[config.mk]
export PLATFORM = sky130hd
export DESIGN_NAME = alu_result_stage_flat
export DESIGN_NICKNAME = d
export VERILOG_FILES = /design/src/rtl/alu_result_stage_if.sv /design/src/rtl/alu_result_stage.sv /design/src/flat_wrapper.sv
export SDC_FILE = /design/constraint.sdc
export NUM_CORES = 1
export LEC_CHECK = 0
export ABC_AREA = 1
export CORE_ASPECT_RATIO = 1.2
export CORE_MARGIN = 2
export CORE_UTILIZATION = 40
export DETAILED_ROUTE_END_ITERATION = 7
export MAX_ROUTING_LAYER = met4
export PLACE_DENSITY_LB_ADDON = 0.3
export SLEW_MARGIN = 25
export SYNTH_ARGS = -nofsm -noshare
export SYNTH_HDL_FRONTEND = slang
export SYNTH_SLANG_ARGS = --single-unit
[constraint.sdc]
create_clock -name clk -period 13.5 [get_ports clk]
set_clock_uncertainty 0.15 [all_clocks]
set_input_delay 3.375 -clock clk [delete_from_list [all_inputs] [get_ports clk]]
set_output_delay 3.375 -clock clk [all_outputs]
set_load 0.03 [all_outputs]
[src/rtl/alu_result_stage_if.sv]
// ALU result stage handshake bundle.
// Upstream side:   in_valid/in_ready handshake carrying in_opcode, in_result, in_dest.
// Downstream side: out_valid/out_ready handshake carrying out_data, out_sel, out_dest.
// slave  : view taken by alu_result_stage (consumes in_*, produces out_*).
// master : view taken by the surrounding environment (produces in_*, consumes out_*).
interface alu_result_stage_if;
  logic        in_valid;
  logic        in_ready;
  logic [4:0]  in_opcode;
  logic [63:0] in_result;
  logic [3:0]  in_dest;
  logic        out_valid;
  logic        out_ready;
  logic [31:0] out_data;
  logic [1:0]  out_sel;
  logic [3:0]  out_dest;

  modport slave (
    input  in_valid, in_opcode, in_result, in_dest, out_ready,
    output in_ready, out_valid, out_data, out_sel, out_dest
  );

  modport master (
    output in_valid, in_opcode, in_result, in_dest, out_ready,
    input  in_ready, out_valid, out_data, out_sel, out_dest
  );
endinterface

[src/rtl/alu_result_stage.sv]
// ALU writeback stage: buffers 64-bit ALU results in a DEPTH-entry FIFO and
// serialises them onto a 32-bit writeback path (one word for single-word ops,
// LO then HI for MUL/DIV). Condition flags update on every accepted result.
// Ports:
//   clk        rising-edge clock
//   clr        synchronous active-high reset (drops all buffered/in-flight words)
//   bus        alu_result_stage_if.slave: in_* handshake from ALU, out_* to writeback
//   flag_zero  last accepted result was zero
//   flag_neg   last accepted result was negative
//   busy       FIFO non-empty
// Optional feature: define ALU_RESULT_BYPASS_EN to let single-word results pass
// straight from in_* to out_* when the stage is idle (zero-latency writeback).
module alu_result_stage #(
  parameter int unsigned DEPTH  = 2,
  parameter logic [4:0]  OP_MUL = 5'b01111,
  parameter logic [4:0]  OP_DIV = 5'b10000
) (
  input  logic                  clk,
  input  logic                  clr,
  alu_result_stage_if.slave     bus,
  output logic                  flag_zero,
  output logic                  flag_neg,
  output logic                  busy
);

  localparam int unsigned PTR_W = (DEPTH > 1) ? $clog2(DEPTH) : 1;
  localparam int unsigned CNT_W = $clog2(DEPTH + 1);

  typedef struct packed {
    logic        two_word;
    logic [63:0] result;
    logic [3:0]  dest;
  } entry_t;

  typedef enum logic {
    ST_LO = 1'b0,
    ST_HI = 1'b1
  } state_t;

  entry_t           mem [DEPTH];
  logic [PTR_W-1:0] wr_ptr;
  logic [PTR_W-1:0] rd_ptr;
  logic [CNT_W-1:0] count;
  state_t           state;
  state_t           state_nxt;

  entry_t head;
  logic   empty;
  logic   full;
  logic   in_two_word;
  logic   accept;
  logic   push;
  logic   pop;
  logic   bypass;

  logic        out_valid;
  logic [31:0] out_data;
  logic [1:0]  out_sel;
  logic [3:0]  out_dest;

  assign head        = mem[rd_ptr];
  assign empty       = (count == '0);
  assign full        = (count == CNT_W'(DEPTH));
  assign in_two_word = (bus.in_opcode == OP_MUL) || (bus.in_opcode == OP_DIV);
  assign accept      = bus.in_valid && !full;

`ifdef ALU_RESULT_BYPASS_EN
  // Idle stage and single-word op: present the incoming word directly.
  assign bypass = empty && (state == ST_LO) && bus.in_valid && !in_two_word;
`else
  assign bypass = 1'b0;
`endif

  // A bypassed word taken downstream this cycle never enters the FIFO.
  assign push = accept && !(bypass && bus.out_ready);

  // Drain FSM state register.
  always_ff @(posedge clk) begin
    if (clr) begin
      state <= ST_LO;
    end else begin
      state <= state_nxt;
    end
  end

  // Drain FSM next-state, pop decision and output mux.
  always_comb begin
    state_nxt = state;
    pop       = 1'b0;
    out_valid = 1'b0;
    out_data  = '0;
    out_sel   = 2'b00;
    out_dest  = '0;
    case (state)
      ST_LO: begin
        out_valid = !empty;
        out_data  = head.result[31:0];
        out_sel   = head.two_word ? 2'b01 : 2'b00;
        out_dest  = head.dest;
        if (!empty && bus.out_ready) begin
          if (head.two_word) begin
            state_nxt = ST_HI;
          end else begin
            pop = 1'b1;
          end
        end
        if (bypass) begin
          out_valid = 1'b1;
          out_data  = bus.in_result[31:0];
          out_sel   = 2'b00;
          out_dest  = bus.in_dest;
        end
      end
      ST_HI: begin
        out_valid = !empty;
        out_data  = head.result[63:32];
        out_sel   = 2'b10;
        out_dest  = head.dest;
        if (bus.out_ready) begin
          pop       = 1'b1;
          state_nxt = ST_LO;
        end
      end
      default: state_nxt = ST_LO;
    endcase
  end

  // FIFO storage; contents need no reset since count gates visibility.
  always_ff @(posedge clk) begin
    if (push && !clr) begin
      mem[wr_ptr] <= '{two_word: in_two_word, result: bus.in_result, dest: bus.in_dest};
    end
  end

  // FIFO pointers and occupancy; pointers wrap naturally at power-of-two DEPTH.
  always_ff @(posedge clk) begin
    if (clr) begin
      wr_ptr <= '0;
      rd_ptr <= '0;
      count  <= '0;
    end else begin
      if (push) begin
        wr_ptr <= wr_ptr + PTR_W'(1);
      end
      if (pop) begin
        rd_ptr <= rd_ptr + PTR_W'(1);
      end
      case ({push, pop})
        2'b10:   count <= count + CNT_W'(1);
        2'b01:   count <= count - CNT_W'(1);
        default: count <= count;
      endcase
    end
  end

  // Condition flags track every accepted result, bypassed or buffered.
  always_ff @(posedge clk) begin
    if (clr) begin
      flag_zero <= 1'b0;
      flag_neg  <= 1'b0;
    end else if (accept) begin
      if (in_two_word) begin
        flag_zero <= (bus.in_result == 64'd0);
        flag_neg  <= bus.in_result[63];
      end else begin
        flag_zero <= (bus.in_result[31:0] == 32'd0);
        flag_neg  <= bus.in_result[31];
      end
    end
  end

  assign bus.in_ready  = !full;
  assign bus.out_valid = out_valid;
  assign bus.out_data  = out_data;
  assign bus.out_sel   = out_sel;
  assign bus.out_dest  = out_dest;
  assign busy          = !empty;

endmodule

[src/flat_wrapper.sv]
// flat-port wrapper written by rule: the top's interface ports become plain ports
module alu_result_stage_flat 
#(
  parameter int unsigned DEPTH  = 2,
  parameter logic [4:0]  OP_MUL = 5'b01111,
  parameter logic [4:0]  OP_DIV = 5'b10000
)
  (clk, clr, flag_zero, flag_neg, busy, bus_in_valid, bus_in_opcode, bus_in_result, bus_in_dest, bus_out_ready, bus_in_ready, bus_out_valid, bus_out_data, bus_out_sel, bus_out_dest);
  alu_result_stage_if bus_i ();
  input  logic clk;
  input  logic clr;
  output logic flag_zero;
  output logic flag_neg;
  output logic busy;
  input wire logic [$bits(bus_i.in_valid)-1:0] bus_in_valid;
  input wire logic [$bits(bus_i.in_opcode)-1:0] bus_in_opcode;
  input wire logic [$bits(bus_i.in_result)-1:0] bus_in_result;
  input wire logic [$bits(bus_i.in_dest)-1:0] bus_in_dest;
  input wire logic [$bits(bus_i.out_ready)-1:0] bus_out_ready;
  output wire logic [$bits(bus_i.in_ready)-1:0] bus_in_ready;
  output wire logic [$bits(bus_i.out_valid)-1:0] bus_out_valid;
  output wire logic [$bits(bus_i.out_data)-1:0] bus_out_data;
  output wire logic [$bits(bus_i.out_sel)-1:0] bus_out_sel;
  output wire logic [$bits(bus_i.out_dest)-1:0] bus_out_dest;
  assign bus_i.in_valid = bus_in_valid;
  assign bus_i.in_opcode = bus_in_opcode;
  assign bus_i.in_result = bus_in_result;
  assign bus_i.in_dest = bus_in_dest;
  assign bus_i.out_ready = bus_out_ready;
  assign bus_in_ready = bus_i.in_ready;
  assign bus_out_valid = bus_i.out_valid;
  assign bus_out_data = bus_i.out_data;
  assign bus_out_sel = bus_i.out_sel;
  assign bus_out_dest = bus_i.out_dest;
  alu_result_stage #(.DEPTH(DEPTH), .OP_MUL(OP_MUL), .OP_DIV(OP_DIV)) u_core (.clk(clk), .clr(clr), .bus(bus_i), .flag_zero(flag_zero), .flag_neg(flag_neg), .busy(busy));
endmodule
# After elaboration in Yosys (flattened, before gate mapping)
# Memory sizes are Yosys's and may differ from the RTL's. A register that Yosys moved wholly into a read port is not among the register bits.
# Index checks and enable logic that the tools add are counted.
totals:
  regBits: 7
  ramBits: 138
  inputBits: 77
  elab_cells: 46
  memories: 1
op_classes:
  addsub: 4
  eq_ne: 5
  mux: 18
  bitwise_logic: 1
  n_reduce_logical: 11
memory_table:
  columns: ["name", "depth", "word_bits", "rd", "rd_clocked_by_memory_dff", "write_ports", "line", "rtl"]
  rows:
  - ["u_core.mem", 2, 69, 1, 1, 1, "alu_result_stage.sv:40", "entry_t mem [DEPTH];"]
op_table:
  columns: ["cell", "n"]
  rows:
  - ["$logic_not A64 Y1", 1]
  - ["$pmux W32 S2", 1]
  - ["$logic_not A32 Y1", 1]
  - ["$mux W1", 13]
  - ["$pmux W2 S2", 2]
  - ["$eq A5 B4 Y1 const B", 1]
  - ["$eq A5 B5 Y1 const B", 1]
  - ["$eq A2 B2 Y1 const B", 2]
  - ["$pmux W1 S2", 2]
  - ["$logic_and A1 B1 Y1", 3]
  - ["$logic_not A1 Y1", 3]
  - ["$add A1 B1 Y1 const B", 2]
  - ["$add A2 B1 Y2 const B", 1]
  - ["$eq A2 B1 Y1 const B", 1]
  - ["$logic_not A2 Y1", 1]
  - ["$reduce_bool A2 Y1", 1]
  - ["$sub A2 B1 Y2 const B", 1]
  - ["$logic_or A1 B1 Y1", 1]
  - ["$not A1 Y1", 1]

# Logic depth before layout (Yosys ltp)
# Gate-level depths: netlist of the first run.
depth:
  word_depth: 7
  ltp_mapped: 11
  depth_no_buf: 10

# Worst setup path before layout of the first run
# No wires, ideal clock.
synth_timing:
  path_type: "input to register"
  from: "input clr"
  to: "memory u_core.mem[1][0] (netlist bit) (enable)"
  setup_ps: 581
  arrival_ps: 8334
  setup_slack_ps: 4435
  path_stages: 2
  path_cell_list: "clkbuf_1 -> nor3_1"
synth_via:
  elab_chain_cells: 4
synth_rtl:
  columns: ["element", "line", "rtl"]
  rows:
  - ["from (decl)", "flat_wrapper.sv:11", "input logic clr;"]
  - ["$logic_not A1 Y1", "alu_result_stage.sv:130", "if (push && !clr) begin"]
  - ["$logic_and A1 B1 Y1", "alu_result_stage.sv:130", null]
  - ["$mux W1", "alu_result_stage.sv:130", null]
  - ["$mux W1 (implied by the code)", "alu_result_stage.sv:131", "mem[wr_ptr] <= '{two_word: in_two_word, result: bus.in_result, dest: bus.in_dest};"]
  - ["to (decl)", "alu_result_stage.sv:40", null]
# Every way passes these cells.

# Final worst setup path of the first run
layout_timing:
  from: "register u_core.state"
  to: "output bus_out_data[1]"
layout_via:
  elab_chain_cells: 2
layout_rtl:
  columns: ["element", "line", "rtl"]
  rows:
  - ["from (decl)", "alu_result_stage.sv:44", "state_t state;"]
  - ["from (signal assigned)", "alu_result_stage.sv:82", "state <= state_nxt;"]
  - ["$not A1 Y1", null, null]
  - ["$pmux W32 S2 *", "alu_result_stage.sv:94", "case (state)"]
  - ["to (decl)", "flat_wrapper.sv:22", "output wire logic [$bits(bus_i.out_data)-1:0] bus_out_data;"]
# Mark *: on every way between the ends. The rest lies on a longest branch, timed or not.

==> results of run 1 <==
-- tightest hold or removal path, stage by stage (launching register included) --
cell and delay (ns):
dfxtp_1 0.31, nand2_1 0.06, a21oi_1 0.06
-- worst min path at each step --
stage | cells past startpoint | slack, ns | end
after floorplan | 2 | 0.29 | u_core.wr_ptr
after global placement | 2 | 0.30 | u_core.wr_ptr
after detailed placement | 2 | 0.32 | u_core.flag_zero
after CTS | 2 | 0.33 | u_core.flag_zero
after global routing | 2 | 0.36 | u_core.flag_zero
final | 2 | 0.33 | u_core.flag_zero
-- placed cells by master, fill, tap and decap left out, types with 2 or more instances in the layout --
master           count
a21oi_1              5
buf_4                4
bufinv_16            3
clkbuf_1             2
clkbuf_16           17
clkdlybuf4s50_1    119
clkinv_2             2
clkinv_4             2
clkinvlp_4           3
dfxtp_1              7
edfxtp_1           138
inv_1                5
inv_2                3
inv_6                2
nand2_1             41
nand2_2              4
nand3_1              2
nor2_1             113
nor2_2               2
nor3_1               2
nor3b_1              2
o21ai_0             61
o21ai_1              6
o22ai_1             32
-- cells by family after synthesis --
kind of cell | after synthesis | synth area share
flip-flops | 146 | 0.748
AND/OR/NAND/NOR | 171 | 0.121
AO/OA/AOI/OAI | 106 | 0.101
adder cells (fa/ha/maj) | 1 | 0.00217
buffers and inverters | 33 | 0.0270
-- power by group --
group          switching [mW]  internal, mW  leakage, nW
registers             0.00980         0.532         1.33
clock network           0.176         0.290        0.280
logic                   0.208         0.122        0.984
-- metal layers --
layer | GRT usage | up-vias | wire [um] | part of all wire
met3 | 0.0362 | 9 | 558 | 0.043
met1 | 0.209 | 1943 | 5570 | 0.42
met5 | - | - | 0 | 0
met2 | 0.303 | 118 | 6820 | 0.52
met4 | 0.0657 | 0 | 179 | 0.014
li1 | - | 1887 | - | -
-- metrics by stage --
| stage | setup WS [ns] | total power [mW] | std cells | hold WS (ns) | utilization |
|---|---|---|---|---|---|
| 3_3_place_gp | 7.77 | 0.875 | 731 | 0.302 | 0.498 |
| 6_report | 7.34 | 1.34 | 762 | 0.328 | 0.539 |
| 2_1_floorplan | 4.44 | 0.750 | 457 | 0.294 | - |
| 4_1_cts | 7.28 | 1.35 | 762 | 0.332 | 0.539 |
| 3_5_place_dp | 7.73 | 0.882 | 731 | 0.323 | 0.498 |
| 5_1_grt | 7.17 | 1.39 | 762 | 0.365 | 0.539 |
-- sequential cells by signal, summed over array words and instances, names as in the netlist, named ones only --
signal / count
u_core.count: 2
u_core.state: 1
u_core.rd_ptr: 1
u_core.flag_zero: 1
u_core.flag_neg: 1
u_core.mem: 138
u_core.wr_ptr: 1
-- final cells by class --
class	count	area [um^2]
multi-input combinational	278	1310
sequential	146	4310
tap	175	219
inverter	9	36.3
clock inverter	12	158
fill	1222	6560
timing repair buffer	123	1220
clock buffer	19	433
==> impl_results.md, run 1 <==
* Area grow syn2layout at 33.5%
* DRT antenna net count at 0
* Outcome: finished clean
* Vias post-DR at 3957
* End of the critical path: bus_out_data[1]
* Drt via density at 5.19
* TritonCTS buffer count at 17
* # Post-CTS Setup Buffers at 0
* IO Count at 120
* Initial Util at 0.404
* Critical path class: reg2out
* CP peak stage delay at 0.73 ns
* I/O Buffers at 119
* FF-to-FF End: u_core.count[1]
* Clock Pin Slew Worst Setup and Hold Paths at 0.06 ns
* Crit path capture type: primary output
* Pin count of the biggest net entering global routing at 70
* Post-synth top area share at 0.720
* Count leader, synth: edfxtp_1
* Yosys cell types at 25
* CP Max Fanout at 35
* Seq cells post-synth at 146
* Drt initial violations at 224
* Fmax at 0.162 GHz
* FF-to-FF setup slack at 11.11 ns
* Synth area leader: edfxtp_1
* Leakage at 2.60 nW
* Final instance area at 7680 um^2
* DR WL/cell at 17.2 um
* Worst slew margin at 0.373
* Area after DPL at 7090 um^2
* Min Tclk post-route at 6.16 ns
* Setup violators final at 0
* Maxcap violations at 0
* DRT Pass-1 Iters at 4
* Number of cells on the critical path at 5
* Clk_lat worst skew at 0.41 ns
* Ys async rst share at 0
* Fin Setup TNS at 0 ns
* CTS max path bufs at 2
* Min-delay worst type: reg2reg
* Synth Warn # at 0
* Crit-path slowest cell: clkdlybuf4s50_1
* CP startpoint: u_core.state
* CTS Hold Bufs at 0
* Core area at 14200 um^2
* Hold Vio Cnt, Final at 0
* # DRC at 0
* CP Launch Type: flip-flop
* CP bufs+invs at 3
* PD cells at 174 nW/um^2
* Post-synth top cells: 138 x edfxtp_1, 114 x nor2_1, 61 x o21ai_0, 41 x nand2_1, 32 x o22ai_1
* Synth Cell Area at 5750 um^2
* Syn Inst Count at 457
* Worst-path cell chain: buf_4 -> inv_2 -> o21ai_1 -> o22ai_1 -> clkdlybuf4s50_1
* Worst EP required at 9.97 ns
* Unrepaired setup endpoints after global routing: false
* HP Start: u_core.flag_zero
* Most common flop cell mapped by yosys: edfxtp_1
* Row count at 48
* Full die area at 15400 um^2
* Total congestion overflow at 0
* H-tree depth at 4
* Fin crit share at 0.456
* Cts repair resizes at 0
* Synth area leaders: edfxtp_1 72%, nor2_1 7.4%, o21ai_0 5.3%
* GRT Total Usage at 0.178
* Reg2reg path depth at 10
* ANT cells at 0
* Final GP Congestion at 0.750
* Die Y at 135 um
* Synthesized Nets at 535
* Peak supply drop at 0.000112 V
* Nets at 653
* R2R Path Start: u_core.state
* EDFF count, synth at 138
* Die extent in x at 113 um
* Register area share after synthesis at 0.748
* CP top delay family: buffers and inverters
* Vias in the first global route at 4030
* Antenna violations before repair at 0
* CP arrival at 2.63 ns
* Final WL at 13100 um
* TritonCTS clock tree: yes
* DP HPWL at 7940 um
* Root buffer cell: clkbuf_16
* Share of layout cells above drive strength 1 at 0.0835
* First-pass GRT wire length at 20200 um
* Clock Sink Count at 146
* Worst Tran Pin Value at 0.940 ns
* Synthesized area per cell at 12.6 um^2
* Max Slew Vio Count at 0
Note: power is estimated with default switching activity, not from simulation.
==> run 2: changes to the inputs <==
- clock period: 13.5 -> 5.45 ns (I/O delays scaled with it)
==> impl_results.md, run 2 (synthesis gave the netlist of run 1 again) <==
* Outcome: finished clean
* Final WL at 12900 um
* Comb pwr share at 0.242
* Crit path capture type: primary output
* Row count at 48
* Net Sw Frac at 0.299
* Initial Util at 0.404
* IO Count at 120
* DR WL/cell at 16.9 um
* Min-delay worst type: reg2reg
* Final instance area at 7670 um^2
* Min Tclk post-route at 4.38 ns
* Clock Sink Count at 146
* Commonest cells after routing, fill and taps aside: 138 x edfxtp_1, 119 x clkdlybuf4s50_1, 113 x nor2_1
* Clock share of power at 0.339
* CP bufs+invs at 2
* CTS max path bufs at 2
* CP Max Fanout at 69
* # Post-CTS Setup Buffers at 0
* Fmax at 0.228 GHz
* Vias in the first global route at 3947
* Place WS at 1.42 ns
* ANT cells at 0
* Pin count of the biggest net entering global routing at 70
* Critical path class: reg2out
* Most common cell after layout, fill and taps aside: edfxtp_1
* Root buffer cell: clkbuf_16
* Full die area at 15400 um^2
* # DRC at 0
* Hold Vio Cnt, Final at 0
* I/O Buffers at 119
* Clock Pin Slew Worst Setup and Hold Paths at 0.06 ns
* Most flop-heavy register: u_core.mem
* Crit-path slowest cell: dfxtp_2
* Drt via density at 5.14
* First-pass GRT wire length at 19800 um
* Final GP Congestion at 0.752
* Worst slew margin at 0.369
* Drt initial violations at 240
* CP peak stage delay at 0.92 ns
* Worst EP required at 3.94 ns
* Final core occ at 0.539
* Total power at 3.26 mW
* Peak supply drop at 0.000220 V
* Worst Tran Pin Value at 0.947 ns
* TritonCTS buffer count at 17
* Vias post-DR at 3923
* Part of the power in registers at 0.419
* TritonCTS clock tree: yes
* H-tree depth at 4
* CP Launch Type: flip-flop
* Area after DPL at 7110 um^2
* CP arrival at 2.87 ns
* Leakage at 2.60 nW
* CTS Hold Bufs at 0
* Fill cells at 1243
* PD cells at 425 nW/um^2
* DRT antenna net count at 0
* Worst-path cell chain: inv_4 -> o21ai_0 -> o22ai_1 -> clkdlybuf4s50_1
* Share of layout cells above drive strength 1 at 0.0867
* Max Slew Vio Count at 0
* Total congestion overflow at 0
* Unrepaired setup endpoints after global routing: false
* Core area at 14200 um^2
* Non-Filler Instances at 763
* Antenna violations before repair at 0
* CP top delay family: buffers and inverters
* Fin Setup TNS at 0 ns
* DP HPWL at 8110 um
* GRT Total Usage at 0.176
* Worst hold slack at 0.334 ns
* Setup violators final at 0
* Max reg flops at 138
* DRT Pass-1 Iters at 4
* Fin crit share at 0.804
* P_int at 2.29 mW
* Die extent in x at 113 um
* Nets at 653
* Clk_lat worst skew at 0.40 ns
* Final setup margin at 1.07 ns
* Sw Pwr at 974 uW
* Top Registers: u_core.mem: 138 flops, u_core.count: 2 flops
* Area grow syn2layout at 33.4%
* Cts repair resizes at 0
* Die Y at 135 um
* Maxcap violations at 0
* Inst Count DP at 731
run 2: tightest hold or removal path, cell delays in order (launching register included):
cell and delay [ns]:
dfxtp_1 0.31, nand2_1 0.07, a21oi_1 0.06
run 2: final timing paths:
check	depth (start not counted)	slack, ns	from	to
max	4	1.07	flip-flop	bus_out_data[17]
min	2	0.33	u_core.wr_ptr	u_core.wr_ptr
max reg2reg	10	2.63	flip-flop	u_core.count[1]
min reg2reg	2	0.33	u_core.wr_ptr	u_core.wr_ptr
run 2: cell type report:
class                   instances  area (um^2)  share of cell area
clock inverters                15          143              0.0186
multi-input cells             278         1310               0.171
repair buffers                123         1230               0.161
well taps                     175          219              0.0285
flip-flops and latches        146         4310               0.561
inverters                       9         36.3             0.00473
clock buffers                  17          425              0.0554
run 2: power by group through the flow:
stage               logic, mW  clock network (mW)  registers, mW
finish                  0.790                1.10           1.37
global route            0.848                1.17           1.38
CTS                     0.799                1.12           1.37
detailed placement      0.795                   0           1.39
global placement        0.783                   0           1.39
floorplan               0.491                   0           1.36
run 2: layer usage:
layer	GRT usage	vias to the layer above	share of wire
met4	0.0664	0	0.012
met3	0.0367	15	0.037
met5	-	-	0
met1	0.202	1909	0.43
li1	-	1892	-
met2	0.305	107	0.52
==> run 3: changes to the inputs <==
- clock period: 5.45 -> 3.9 ns (I/O delays scaled with it)
==> impl_results.md, run 3 (synthesis gave the netlist of run 1 again) <==
* Top Registers: u_core.mem: 138 flops, u_core.count: 2 flops
* I/O Buffers at 119
* H-tree depth at 4
* DRT Pass-1 Iters at 4
* Total power at 4.81 mW
* Total congestion overflow at 0
* Worst hold slack at 0.323 ns
* Min Tclk post-route at 3.53 ns
* Leakage at 2.66 nW
* Crit path capture type: primary output
* Most common cell after layout, fill and taps aside: edfxtp_1
* DRT antenna net count at 0
* Worst EP required at 2.77 ns
* Nets at 658
* End of the critical path: bus_out_data[30]
* CP arrival at 2.40 ns
* Fill cells at 1222
* Antenna violations before repair at 0
* Fin crit share at 0.904
* Vias in the first global route at 4026
* Root buffer cell: clkbuf_16
* Final GP Congestion at 0.758
* Setup violators final at 0
* Area grow syn2layout at 35.4%
* Reg2reg path depth at 9
* Peak supply drop at 0.000278 V
* Worst Tran Pin Value at 0.699 ns
* Final core occ at 0.547
* Max reg flops at 138
* Clk_lat worst skew at 0.41 ns
* FF-to-FF setup slack at 1.80 ns
* Clock Sink Count at 146
* Multi-input logic area at 1310 um^2
* First-pass GRT wire length at 20100 um
* Vias post-DR at 3876
* Core area at 14200 um^2
* Outcome: finished clean
* Die extent in x at 113 um
* CP Launch Type: flip-flop
* Register Area at 4310 um^2
* Full die area at 15400 um^2
* Drt via density at 5.05
* FF-to-FF End: u_core.count[1]
* GRT Total Usage at 0.176
* Cts repair resizes at 0
* Row count at 48
* Area after DPL at 7130 um^2
* Worst slew margin at 0.534
* Final WL at 12700 um
* # DRC at 0
* Share of layout cells above drive strength 1 at 0.0929
* Initial Util at 0.404
* CTS Hold Bufs at 0
* CTS max path bufs at 2
* Final setup margin at 0.374 ns
* TritonCTS clock tree: yes
* Max Slew Vio Count at 0
* Fmax at 0.284 GHz
* Min-delay worst type: reg2reg
* Fin Setup TNS at 0 ns
* DP HPWL at 8160 um
* # Post-CTS Setup Buffers at 0
* Maxcap violations at 0
* CP Max Fanout at 69
* Drt initial violations at 184
* Most flop-heavy register: u_core.mem
* Non-Filler Instances at 767
* Commonest cells after routing, fill and taps aside: 138 x edfxtp_1, 118 x clkdlybuf4s50_1, 113 x nor2_1
* Inst Count DP at 736
* Final instance area at 7790 um^2
* Unrepaired setup endpoints after global routing: false
* Hold Vio Cnt, Final at 0
* Clock Pin Slew Worst Setup and Hold Paths at 0.05 ns
* DR WL/cell at 16.5 um
* Pin count of the biggest net entering global routing at 70
* Die Y at 135 um
* ANT cells at 0
* Place WS at 0.820 ns
* PD cells at 617 nW/um^2
* TritonCTS buffer count at 17
* IO Count at 120
* Critical path class: reg2out
run 3: changes by cell type in the layout (fill, tap and decap cells not counted):
cell,delta
inv_6,+1
clkinv_2,-6
bufinv_16,+4
clkbuf_1,+1
buf_4,+7
clkdlybuf4s50_1,-1
buf_12,-1
clkinv_4,-1
run 3: worst min-delay path by stage:
stage	endpoint	startpoint	slack [ns]	cells after the start
after floorplan	u_core.wr_ptr	u_core.wr_ptr	0.30	2
after global placement	u_core.wr_ptr	u_core.wr_ptr	0.30	2
after detailed placement	u_core.wr_ptr	u_core.wr_ptr	0.31	2
after CTS	u_core.wr_ptr	u_core.wr_ptr	0.32	2
after global routing	u_core.wr_ptr	u_core.wr_ptr	0.35	2
final	u_core.wr_ptr	u_core.wr_ptr	0.32	2
run 3: where the power goes:
part,switching (mW),leakage (nW),total (mW),internal [mW]
Combinational,0.717,1.01,1.14,0.428
Sequential,0.0334,1.33,1.87,1.84
Clock,0.594,0.311,1.79,1.20
run 3: final cells by class:
class	instances	share of cell area
clock buffer	18	0.0551
clock inverter	13	0.0299
inverter	9	0.00466
multi-input combinational	278	0.168
sequential	146	0.553
tap	175	0.0281
timing repair buffer	128	0.161
run 3: critical path, stage by stage, from the launching register on:
cell and delay, ns:
dfxtp_2 0.33, inv_4 0.48, o21ai_0 0.20, o22ai_1 0.21, clkdlybuf4s50_1 0.71
run 3: routing by layer:
layer | vias to the layer above | part of all wire | track usage
met1 | 1865 | 0.43 | 0.202
met5 | - | 0 | -
met3 | 13 | 0.035 | 0.0407
met4 | 0 | 0.015 | 0.0732
met2 | 102 | 0.52 | 0.299
li1 | 1896 | - | -
